--- src/rtl/free_tag_pool.sv ---
// free_tag_pool: circular FIFO of free physical tags; one allocation and up to two reclaims per cycle.
module free_tag_pool #(
  parameter int NUM_TAGS   = 64,
  parameter int TAG_W      = 6,
  parameter int FIRST_FREE = 32
) (
  input  logic             clk,
  input  logic             reset,
  input  logic             alloc_req,
  output logic             alloc_grant,
  output logic [TAG_W-1:0] alloc_tag,
  input  logic [TAG_W-1:0] free_tag_1,
  input  logic [TAG_W-1:0] free_tag_2,
  output logic [TAG_W:0]   free_count,
  output logic             empty,
  output logic             overflow_err
);
  localparam int CNT0 = NUM_TAGS - FIRST_FREE;
  logic [TAG_W-1:0] mem_q [NUM_TAGS];
  logic [TAG_W-1:0] mem_d [NUM_TAGS];
  logic [TAG_W-1:0] head_q, head_d, tail_q, tail_d;
  logic [TAG_W:0]   count_q, count_d, space;
  logic             err_q, err_d, f1v, f2v, acc1, acc2;
  assign alloc_grant  = alloc_req && (count_q != '0);
  assign alloc_tag    = (count_q != '0) ? mem_q[head_q] : '0;
  assign free_count   = count_q;
  assign empty        = (count_q == '0);
  assign overflow_err = err_q;
  // The grant in this cycle does not free a slot for this cycle's reclaims.
  always_comb begin
    space   = (TAG_W+1)'(NUM_TAGS - 1) - count_q;
    f1v     = free_tag_1 != '0;
    f2v     = free_tag_2 != '0;
    acc1    = f1v && (space != '0);
    acc2    = f2v && (space > (TAG_W+1)'(acc1));
    mem_d   = mem_q;
    if (acc1) mem_d[tail_q] = free_tag_1;
    if (acc2) mem_d[tail_q + TAG_W'(acc1)] = free_tag_2;
    head_d  = head_q + TAG_W'(alloc_grant);
    tail_d  = tail_q + TAG_W'(acc1) + TAG_W'(acc2);
    count_d = count_q - (TAG_W+1)'(alloc_grant) + (TAG_W+1)'(acc1) + (TAG_W+1)'(acc2);
    err_d   = err_q || (f1v && !acc1) || (f2v && !acc2);
  end
  always_ff @(posedge clk or posedge reset) begin
    if (reset) begin
      for (int i = 0; i < NUM_TAGS; i++) mem_q[i] <= (i < CNT0) ? TAG_W'(FIRST_FREE + i) : '0;
      head_q  <= '0;
      tail_q  <= TAG_W'(CNT0);
      count_q <= (TAG_W+1)'(CNT0);
      err_q   <= 1'b0;
    end else begin
      mem_q   <= mem_d;
      head_q  <= head_d;
      tail_q  <= tail_d;
      count_q <= count_d;
      err_q   <= err_d;
    end
  end
endmodule
--- config.mk ---
export PLATFORM = sky130hd
export DESIGN_NAME = free_tag_pool
export DESIGN_NICKNAME = d
export VERILOG_FILES = /design/src/rtl/free_tag_pool.sv
export SDC_FILE = /design/constraint.sdc
export NUM_CORES = 1
export LEC_CHECK = 0
export CORE_UTILIZATION = 30
export DETAILED_ROUTE_END_ITERATION = 10
export GPL_ROUTABILITY_DRIVEN = 0
export PLACE_DENSITY = 0.48
export SYNTH_ARGS = -nofsm -noshare
export SYNTH_HDL_FRONTEND = slang
export SYNTH_SLANG_ARGS = --single-unit
--- constraint.sdc ---
create_clock -name clk -period 16.7 [get_ports clk]
set_input_delay 1.67 -clock clk [delete_from_list [all_inputs] [get_ports clk]]
set_output_delay 1.67 -clock clk [all_outputs]
set_load 0.1 [all_outputs]
== Word-level counts from Yosys, hierarchy flattened ==
Cells that the tools add are included.

* Flip-flop bits (word level): 404
* Output and inout port bits: 16

* Bitwise logic cells: 3
* Reductions and logical operators: 16
* Magnitude comparators: 6
* Muxes and demuxes: 12
* $add $sub $neg: 7

{| class="wikitable"
|+ Operators by type and width
! kind !! number
|-
| 384-bit bitwise mux || 2
|-
| 384-bit two-way mux || 2
|-
| 6-bit demux with 6-bit select || 2
|-
| 6-bit binary-select mux with 6-bit select || 1
|-
| 6-bit two-way mux || 5
|-
| 7-bit >= comparator, second input constant || 3
|-
| 6-bit NOT with 7-bit output || 3
|-
| 6-bit by 1-bit adder with 6-bit output || 3
|-
| 7-bit by 1-bit adder with 7-bit output || 2
|-
| 7-bit by 1-bit less-than comparator with 1-bit output, second input constant || 2
|-
| 7-bit nonzero test || 2
|-
| 6-bit nonzero test || 2
|-
| 7-bit by 1-bit > comparator with 1-bit output || 1
|-
| 1-bit logical AND || 7
|-
| 7-bit zero test || 1
|-
| 6-bit by 7-bit subtractor with 7-bit output, first input constant || 1
|-
| 7-bit by 1-bit subtractor with 7-bit output || 1
|-
| 1-bit zero test || 2
|-
| 1-bit logical OR || 2
|}

== Logic depth before layout (Yosys ltp) ==
Gate-level depths: netlist of the first run.

* Word-level depth: 11
* Mapped depth: 17

== Worst setup path after synthesis of the first run ==
Ideal clock, no wire load.

* Path type: reg2out
* Start point: reg head_q[1]
* End point: out alloc_tag[3]
* Stages on the path, launching flop included: 8
* Arrival time: 4.022 ns
* Data required time: 15.030 ns
* Path slack: 11.008 ns
* Cells stage by stage: dfrtp_1 -> clkbuf_1 -> clkbuf_1 -> buf_2 -> mux4_2 -> mux4_2 -> mux2i_1 -> o21ai_0

* Word-level cells in the longest chain between the ends: 5

{| class="wikitable"
|+ RTL lines
! element !! line !! text
|-
| start, declared || 21 || <nowiki>logic [TAG_W-1:0] head_q, head_d, tail_q, tail_d;</nowiki>
|-
| start signal, assigned || 47 || <nowiki>head_q <= '0;</nowiki>
|-
| start signal, assigned || 53 || <nowiki>head_q <= head_d;</nowiki>
|-
| 6-bit NOT with 7-bit output (implied by the code) || 25 || <nowiki>assign alloc_tag = (count_q != '0) ? mem_q[head_q] : '0;</nowiki>
|-
| 6-bit binary-select mux with 6-bit select || 25 ||
|-
| 6-bit two-way mux (implied by the code) (2 in series) || 25 ||
|-
| 6-bit two-way mux || 25 ||
|-
| end, declared || 11 || <nowiki>output logic [TAG_W-1:0] alloc_tag,</nowiki>
|}

Every way passes these cells. The select of a mux whose other input is x is not followed.

== Final worst setup path of the first run ==
* Start point: reg head_q[1]
* End point: out alloc_tag[5]

Same word-level chain as after synthesis.

==> summary.md, run 1 <==
| Metric | Value |
|---|---|
| Slew Limit Fails | 0 |
| Number of antenna diodes | 0 |
| Status | completed |
| Number of global-route vias before repair | ~17000 |
| Crit path capture type | output pin |
| Clock Latency Late Sink | around 0.6 ns |
| Top cells by area, synth | mux2_2 (31%), dfrtp_1 (30%), dfstp_2 (12%) |
| Post-CTS Setup Bufs | 0 |
| CTS Hold Buffers Added | 0 |
| Crit path DAT | around 5.2 ns |
| Syn nets | 1867 |
| Vias per cell | 5.39 |
| Die Wd | roughly 290 um |
| H-tree Lvls | 2 |
| Total wire length | 77200 um |
| Net count, final | 1831 |
| Routed length per instance | 26.7 um |
| Hold crit path type | flop to flop |
| Fmax achieved | 145 MHz |
| Syn Inst Count | ~1800 |
| Root buffer cell | clkbuf_16 |
| Vias | between 15000 and 20000 |
| Io pins | 31 |
| Port buffer count | 30 |
| Max-Cap Viols | 0 |
| Post-synthesis sequential area ratio | between 40 and 50% |
| Worst rel slew slack | 12.2% |
| 1st-iter DRT viols | 911 |
| DR pass1 iterations | 5 |
| All-Layer GR Usage | 19.0% |
| Die area | 82300 um2 |
| Final HPWL DP | around 48000 um |
| Commonest non-fill, non-tap cell in the layout | mux2_2 |
| CTS clock-pin slew for the worst setup and hold paths | 0.06 ns |
| Num CTS Buffers | just under 50 |
| Most frequent cells in the layout | mux2_2 (669), dfrtp_1 (287), mux4_2 (115) |
| Leakage | 0.0112 uW |
| Synth top area share | 30.9% |
| Final Cycle Share | 41.4% |
| Final Cell Area | approximately 27000 um2 |
| Tmin final | 6.91 ns |
| Avg Synthesized Cell Area | approximately 13 um2 |
| Area after DPL | 25700 um2 |
| CTS resizes | 0 |
| Clock Sinks | 404 |
| GR Overflow Total | 0 |
| Worst clock skew | 0.0307 ns |
| Crit path kind | flop to output pin |
| Startpoint Class | flop |
| Peak supply drop | 0.459 mV |
| Leading area contributor after synthesis | mux2_2 |
| Measured slew at the worst slew-check pin | 1.31 ns |
| Global-route wire length before repair | around 120000 um |
| TNS Setup | 0 ns |
| Core ar. | 80400 um2 |
| Drt drc | 0 |
| Syn-to-layout area delta | 12.1% |
| RSZ-0062 raised after global routing | no |
| Post-synth EDFFs | 0 |
| Die Span Y | 287 um |
| Largest net degree at the start of global routing | approximately 160 |
| Final ANT Viol Nets | 0 |
| Yosys warns | 0 |
| CP Max Fanout | 51 |
| Initial antenna violation count | 0 |
| TritonCTS clock tree | built |
| Fin. Hold Viols | 0 |
| CTS Buffer Depth | 3 |
| Critical Path RT | 15.03 ns |
| Post-synth top flop | dfrtp_1 |
| Final setup violating endpoints | 0 |
| Share of layout cells above drive strength 1 | 58.7% |
| Final core utilization | 33.9% |
| Hold_ws | slightly above 0.5 ns |
| Site row count | 104 |
| Post-synthesis register bit count | 404 |
| Netlist cell types | 65 |
| Async set or reset register ratio after synthesis | 100% |
| Cell area after synthesis | 24400 um2 |
| Initial core utilization | 30.3% |
| Power per Cell Area | 218 nW/um2 |
[worst max-delay path, stage by stage (launching register included)]
cell and delay (ns):
dfrtp_4 1.00, buf_4 0.71, mux4_2 0.58, nor2b_1 0.14, a211oi_1 0.51, a21oi_1 0.24, a22oi_1 0.23, nand2_1 0.14
clkdlybuf4s50_1 1.00
[cell families after synthesis]
kind of cell               share of synthesized area, %
adders and majority gates                          1.09
and+or+nand+nor                                    7.11
AOI/OAI and AO/OA                                  2.39
xor gates and xnor gates                          0.647
DFF                                                42.1
muxes                                              43.9
buffers and inverters                              2.79
[flip-flops by register name, indices dropped and copies added (netlist names)]
name          count
head_q            6
mem_q           384
free_count        7
tail_q            6
overflow_err      1
[power breakdown]
group / leakage [uW] / internal [uW] / switching, uW
clock: 0.000813 / 651 / 439
combinational: 0.00559 / 1400 / 1580
sequential: 0.00480 / 1540 / 341
total: 0.0112 / 3590 / 2360
[Yosys cell counts, types with 2 or more instances]
cell type	n
o21ai_0	22
a22oi_1	9
ha_1	18
nor3_4	18
xor2_1	6
and3b_1	2
nor4_2	2
xnor2_1	12
fa_1	2
inv_1	17
a211oi_1	2
nor3_1	18
and3_1	4
nand3_1	34
mux4_2	115
dfstp_2	114
buf_1	16
mux2i_1	53
nor2_1	18
nor3_2	9
nand4_1	3
a21oi_1	40
nand2_1	97
o211ai_1	2
mux2_2	669
dfrtp_1	290
nor4_1	34
or2_2	2
nor3b_1	5
buf_2	19
o22ai_1	5
nor2b_1	8
or4_1	2
clkbuf_1	116
nor3b_2	2
mux2_1	3
buf_4	2
and4b_1	2
or3_1	7
and2_1	8
[final timing paths]
kind / from / to / slack [ns] / cells after the start
setup / recovery: head_q[1]$_DFF_PP0_ / alloc_tag[5] / 9.79 / 8
hold / removal: head_q[5]$_DFF_PP0_ / head_q[5]$_DFF_PP0_ / 0.52 / 1
setup reg to reg: free_count[5]$_DFF_PP1_ / mem_q[49]$_DFF_PP0_ / 11.98 / 11
hold reg to reg: head_q[5]$_DFF_PP0_ / head_q[5]$_DFF_PP0_ / 0.52 / 1
max in group asynchronous: reset / mem_q[33]$_DFF_PP0_ / 13.35 / 3
min in group asynchronous: reset / mem_q[304]$_DFF_PP0_ / 1.62 / 2
[final cells by class]
type | instances | area (um2)
multi-input combinational | 1257 | 13500
clock buffer | 78 | 1520
tap | 1060 | 1330
timing repair buffer | 67 | 531
fill | 7908 | 53100
clock inverter | 13 | 121
inverter | 17 | 71.3
sequential | 404 | 10300
[stage by stage]
step	power, uW	setup slack, ns	std cells
3_5_place_dp	4880	10.24	2805
3_3_place_gp	4810	10.29	2805
5_1_grt	6250	9.67	2896
6_report	5950	9.79	2896
4_1_cts	5990	9.74	2896
2_1_floorplan	4000	3.98	1832
[routing by layer]
metal  up-vias  part of all wire (%)  global-route usage (%)
met5         -                     0                       0
met4         0                   3.7                    7.03
met3       131                   4.4                    3.25
met2       358                    49                    31.8
met1      8281                    43                    24.6
li1       6829                     -                       -
Note: power is estimated with default switching activity, not from simulation.
==> run 2, diff against run 1 <==
- clock period: 16.7 -> 7.1 ns (I/O delays scaled with it)
==> summary.md, run 2 (synthesis results as in run 1) <==
| Metric | Value |
|---|---|
| CTS Buffer Depth | 3 (unchanged) |
| All-Layer GR Usage | 19.6% (+0.56 points) |
| 1st-iter DRT viols | 1038 (+14%) |
| Largest net degree at the start of global routing | 137 (-13%) |
| Root buffer cell | clkbuf_16 |
| Worst r2r src | free_count[5]$_DFF_PP1_ |
| Core ar. | 80400 um2 (unchanged) |
| TNS Setup | 0 ns (unchanged) |
| Slew Limit Fails | 0 (unchanged) |
| Power Internal | 8430 uW (+130%) |
| Die area | 82300 um2 (unchanged) |
| Critical Path RT | 6.39 ns (-8.64 ns) |
| Port buffer count | 30 (unchanged) |
| Reg-to-reg endpoint | mem_q[235]$_DFF_PP0_ |
| Clock power frac | 18.2% (about the same) |
| Share of layout cells above drive strength 1 | 58.3% (-0.36 points) |
| Vias | 15900 (+1.9%) |
| Biggest register | mem_q |
| CTS Hold Buffers Added | 0 (unchanged) |
| Final Cycle Share | 78.9% |
| Num CTS Buffers | 50 (+2.0%) |
| Flop pwr share | 32.2% (+0.5 points) |
| Crit path capture type | output pin |
| Clock Latency Late Sink | 0.60 ns (about the same) |
| GR Overflow Total | 0 (unchanged) |
| Max FFs per register | 384 (unchanged) |
| TritonCTS clock tree | built |
| H-tree Lvls | 2 (unchanged) |
| R2R depth | 11 (unchanged) |
| CTS clock-pin slew for the worst setup and hold paths | 0.06 ns (about the same) |
| Initial core utilization | 30.3% (unchanged) |
| Final ANT Viol Nets | 0 (unchanged) |
| Startpoint Class | flop |
| Power per Cell Area | 514 nW/um2 (+140%) |
| Routed length per instance | 27.5 um (+3.2%) |
| CP Max Fanout | 36 (-29%) |
| Syn-to-layout area delta | 12.0% (about the same) |
| Site row count | 104 (unchanged) |
| Die Span Y | 287 um (unchanged) |
| Post-CTS Setup Bufs | 0 (unchanged) |
| Number of fill cells | 7880 (-0.35%) |
| Initial antenna violation count | 1 (+1) |
| Capture point of the critical path | alloc_tag[0] |
| Final HPWL DP | 48600 um (+1.2%) |
| Fmax achieved | between 150 and 200 MHz |
| Max-Cap Viols | 0 (unchanged) |
| Combinational fraction of design power | 49.6% (-0.4 points) |
| Number of antenna diodes | 0 (unchanged) |
| Global-route wire length before repair | 119000 um (+2.8%) |
| Io pins | 31 (unchanged) |
| Measured slew at the worst slew-check pin | 1.32 ns (+0.00857 ns) |
| Hold_ws | 0.499 ns (-0.0161 ns) |
| Reg2Reg Setup Slack | 2.18 ns (-9.80 ns) |
| Net count, final | 1831 (unchanged) |
| P_sw | 5600 uW (+140%) |
| CTS resizes | 0 (unchanged) |
| Worst setup path start | head_q[0]$_DFF_PP0_ |
| Worst rel slew slack | 11.0% (-1.2 points) |
| Peak supply drop | 0.227 mV (-51%) |
| Status | completed |
| Die Wd | 287 um (unchanged) |
| Total wire length | 79700 um (+3.3%) |
| Worst clock skew | 0.0121 ns (-0.0187 ns) |
| RSZ-0062 raised after global routing | no |
| Fin. Hold Viols | 0 (unchanged) |
| Number of global-route vias before repair | 16900 (+1.9%) |
| Commonest non-fill, non-tap cell in the layout | mux2_2 |
| Vias per cell | 5.49 (+1.9%) |
| Tmin final | 5.60 ns |
| Leakage | 0.0112 uW (-0.16%) |
| Switching portion of total power | 39.9% (+0.29 points) |
| Most frequent cells in the layout | mux2_2 (669), dfrtp_1 (287), mux4_2 (115) |
| Crit path kind | flop to output pin |
| Clock Sinks | 404 (unchanged) |
| Final setup violating endpoints | 0 (unchanged) |
| Drt drc | 0 (unchanged) |
| DR pass1 iterations | 5 (unchanged) |
| Hold crit path type | flop to flop |
| Crit path DAT | 4.89 ns (-0.35 ns) |
==> run 2: cell types whose count changed in the layout (fill, tap and decap cells not counted) <==
cell       previous run  this run
buf_12                1         2
nor3_4               20        21
clkbuf_8             14        11
nand2_2               1         0
inv_8                 1         0
bufinv_16             2         1
inv_6                 1         0
nor3_2                9         8
clkbuf_16            51        53
clkbuf_1             13        19
nand2_1              96        97
buf_4                36        34
==> run 2: how the worst min path moves through the flow <==
stage / start / cells past startpoint / endpoint
after global routing: head_q[3]$_DFF_PP0_ / 1 / head_q[3]$_DFF_PP0_
after global placement: head_q[3]$_DFF_PP0_ / 1 / head_q[3]$_DFF_PP0_
after detailed placement: head_q[3]$_DFF_PP0_ / 1 / head_q[3]$_DFF_PP0_
after CTS: head_q[3]$_DFF_PP0_ / 1 / head_q[3]$_DFF_PP0_
final: head_q[3]$_DFF_PP0_ / 1 / head_q[3]$_DFF_PP0_
after floorplan: head_q[0]$_DFF_PP0_ / 1 / head_q[0]$_DFF_PP0_
==> run 2: per-layer routing <==
layer / vias up / GRT usage (%) / wire length [um] / share of wire, %
li1: 6840 / - / - / -
met2: 410 / 31.6 / 37500 / 47
met5: - / 0 / 0 / 0
met3: 125 / 2.71 / 3530 / 4.4
met1: 8523 / 26.9 / 36100 / 45
met4: 0 / 6.49 / 2600 / 3.3
==> run 2: area by class of cell <==
type	count	area (um2)	area share (%)
Multi-Input combinational cell	1257	13500	49.4
Sequential cell	404	10300	37.6
Clock buffer	83	1550	5.68
Tap cell	1060	1330	4.86
Timing Repair Buffer	66	536	1.96
Clock inverter	10	75.1	0.275
Inverter	17	67.6	0.248
==> run 2: power by group through the flow <==
stage	sequential, uW	clock [uW]	combinational (uW)
2_1_floorplan	4170	0	5240
3_3_place_gp	4500	0	6840
3_5_place_dp	4540	0	6960
4_1_cts	4510	2620	6980
5_1_grt	4650	2710	7370
6_report	4510	2550	6960
==> run 2: per-stage QoR <==
stage | total power, uW | worst slack [ns] | cells | area, um2 | util (%)
2_1_floorplan | 9400 | 1.04 | 1832 | 24400 | -
3_3_place_gp | 11300 | 1.85 | 2804 | 25700 | 31.9
3_5_place_dp | 11500 | 1.88 | 2804 | 25700 | 31.9
4_1_cts | 14100 | 1.53 | 2897 | 27300 | 33.9
5_1_grt | 14700 | 1.29 | 2897 | 27300 | 33.9
6_report | 14000 | 1.50 | 2897 | 27300 | 33.9
==> run 2: critical path, cell delays in order, from the launching register on <==
cell and delay (ns):
dfrtp_4 0.96, buf_4 0.41, mux4_2 0.28, and2_1 0.14, nor3_1 0.09, nor3_1 0.79
a22oi_1 0.24, nand2_1 0.20, clkdlybuf4s50_1 1.16
==> run 3, diff against run 2 <==
- PLACE_DENSITY: 0.48 -> 0.5
- clock period: 7.1 -> 4.7 ns (I/O delays scaled with it)
==> summary.md, run 3 (synthesis results as in run 1) <==
| Metric | Value |
|---|---|
| Status | completed |
| Final ANT Viol Nets | 0 (unchanged) |
| Die area | 82300 um2 (unchanged) |
| Slew Limit Fails | 0 (unchanged) |
| Critical Path RT | 4.23 ns (-2.16 ns) |
| Hold crit path type | primary input to flop |
| Site row count | 104 (unchanged) |
| CP cell instances | buf_12 -> mux4_2 -> mux4_2 -> mux2i_1 -> o21ai_0 -> buf_4 |
| PnR worst setup slack | 0.390 ns (-1.11 ns) |
| Most frequent cells in the layout | mux2_2 (669), dfrtp_1 (287), mux4_2 (115) |
| Num CTS Buffers | 48 (-4.0%) |
| Biggest register | mem_q |
| Net count, final | 1867 (+2.0%) |
| Fin. Hold Viols | 0 (unchanged) |
| Max FFs per register | 384 (unchanged) |
| Startpoint Class | flop |
| Leakage | 0.0114 uW (+1.5%) |
| CTS Hold Buffers Added | 0 (unchanged) |
| Power per Cell Area | 765 nW/um2 (+49%) |
| Initial core utilization | 30.3% (unchanged) |
| CTS clock-pin slew for the worst setup and hold paths | 0.06 ns (about the same) |
| Total wire length | 77700 um (-2.5%) |
| Peak supply drop | 0.581 mV (+160%) |
| CTS Buffer Depth | 3 (unchanged) |
| All-Layer GR Usage | 19.1% (-0.47 points) |
| CP top delay family | multiplexers |
| Number of antenna diodes | 0 (unchanged) |
| Final HPWL DP | 50000 um (+2.8%) |
| Vias | 15900 (-0.057%) |
| CTS resizes | 0 (unchanged) |
| Global-route wire length before repair | 117000 um (-1.9%) |
| Die Wd | 287 um (unchanged) |
| Die Span Y | 287 um (unchanged) |
| Seq. cell area | 10300 um2 (unchanged) |
| Multi-input logic area | 13500 um2 (-0.11%) |
| TritonCTS clock tree | built |
| Crit path DAT | 3.84 ns (-1.05 ns) |
| Placed cell count | 2842 (+1.4%) |
| Clock Sinks | 404 (unchanged) |
| Vias per cell | 5.43 (-1.0%) |
| Post-CTS Setup Bufs | 0 (unchanged) |
| Measured slew at the worst slew-check pin | 1.11 ns (-0.212 ns) |
| Worst rel slew slack | 25.3% (+14 points) |
| Drt drc | 0 (unchanged) |
| Syn-to-layout area delta | 13.0% |
| CP Max Fanout | 40 (+11%) |
| Clock Latency Late Sink | 0.60 ns (about the same) |
| Root buffer cell | clkbuf_16 |
| Io pins | 31 (unchanged) |
| Number of fill cells | 7897 (+0.22%) |
| Pre-CTS setup slack | 0.620 ns (-1.26 ns) |
| Tmin final | 4.31 ns |
| Max-Cap Viols | 0 (unchanged) |
| Crit path capture type | output pin |
| Slowest-stage cell, CP | dfrtp_4 |
| Port buffer count | 30 (unchanged) |
| Worst path max stage delay | 0.81 ns (-0.35 ns) |
| 1st-iter DRT viols | 1076 (+3.7%) |
| Largest net degree at the start of global routing | 85 (-38%) |
| Most frequent CP cell | mux4_2 |
| Fmax achieved | ~230 MHz |
| Final Cycle Share | 91.7% |
| Final non-filler cell total | 2926 (+1.0%) |
| DR pass1 iterations | 5 (unchanged) |
| Initial antenna violation count | 3 (+2) |
| Share of layout cells above drive strength 1 | 59.5% (+1.2 points) |
| Number of global-route vias before repair | 16800 (-0.64%) |
| RSZ-0062 raised after global routing | no |
| Bufs and invs on worst path | 2 (unchanged) |
| Commonest non-fill, non-tap cell in the layout | mux2_2 |
| Core ar. | 80400 um2 (unchanged) |
| Crit path kind | flop to output pin |
| H-tree Lvls | 2 (unchanged) |
| Final core utilization | 34.2% (+0.28 points) |
| Worst clock skew | 0.0163 ns (+0.00421 ns) |
| Routed length per instance | 26.6 um (-3.5%) |
| Final setup violating endpoints | 0 (unchanged) |
| GR Overflow Total | 0 (unchanged) |
[run 3: cell count changes in the layout (fill, tap and decap cells not counted), moves of 2 or more]
cell | before | now
clkbuf_16 | 53 | 50
clkdlybuf4s50_1 | 18 | 11
nor3_4 | 21 | 19
buf_4 | 34 | 74
clkinv_2 | 9 | 5
buf_12 | 2 | 7
nor3_2 | 8 | 10
clkbuf_1 | 19 | 16
[run 3: metal layers]
layer	routed length, um	GRT usage [%]	vias up
met4	1830	5.19	2
met2	37000	31.1	403
met5	13	0	-
met3	3550	2.43	106
li1	-	-	6891
met1	35300	26.6	8487
[run 3: layout make-up]
class                      count  share of cell area, %
tap                         1060                   4.82
timing repair buffer         104                   3.15
sequential                   404                   37.3
clock buffer                  77                   5.32
inverter                      17                  0.246
clock inverter                 7                  0.259
multi-input combinational   1257                   48.9
[run 3: final timing paths]
path	startpoint	to	slack (ns)	depth (start not counted)
min reg2reg	overflow_err$_DFF_PP0_	overflow_err$_DFF_PP0_	0.57	1
min	free_tag_2[3]	overflow_err$_DFF_PP0_	0.35	4
max reg2reg	free_count[5]$_DFF_PP1_	mem_q[53]$_DFF_PP0_	0.92	11
max in group asynchronous	reset	mem_q[30]$_DFF_PP0_	3.11	3
min in group asynchronous	reset	mem_q[330]$_DFF_PP0_	0.44	2
max	head_q[1]$_DFF_PP0_	alloc_tag[3]	0.39	6
[run 3: per-stage QoR]
stage	TNS, ns	cell area (um2)	power (uW)	hold slack, ns
2_1_floorplan	-324.41	24400	14200	0.464
3_3_place_gp	0	26000	17100	0.533
3_5_place_dp	0	26000	17400	0.531
4_1_cts	0	27500	21200	0.309
5_1_grt	0	27500	22100	0.380
6_report	0	27500	21000	0.352
[run 3: where the power goes]
group	switching, uW	internal (uW)
clock network	1540	2170
logic	5550	5110
registers	1200	5480
total	8290	12800
[run 3: worst min-delay path: cells and delay by family]
kind                   cells  cell delay [ns]
AO/OA/AOI/OAI              1             0.14
AND/OR/NAND/NOR            2             0.19
buffers and inverters      1             0.10
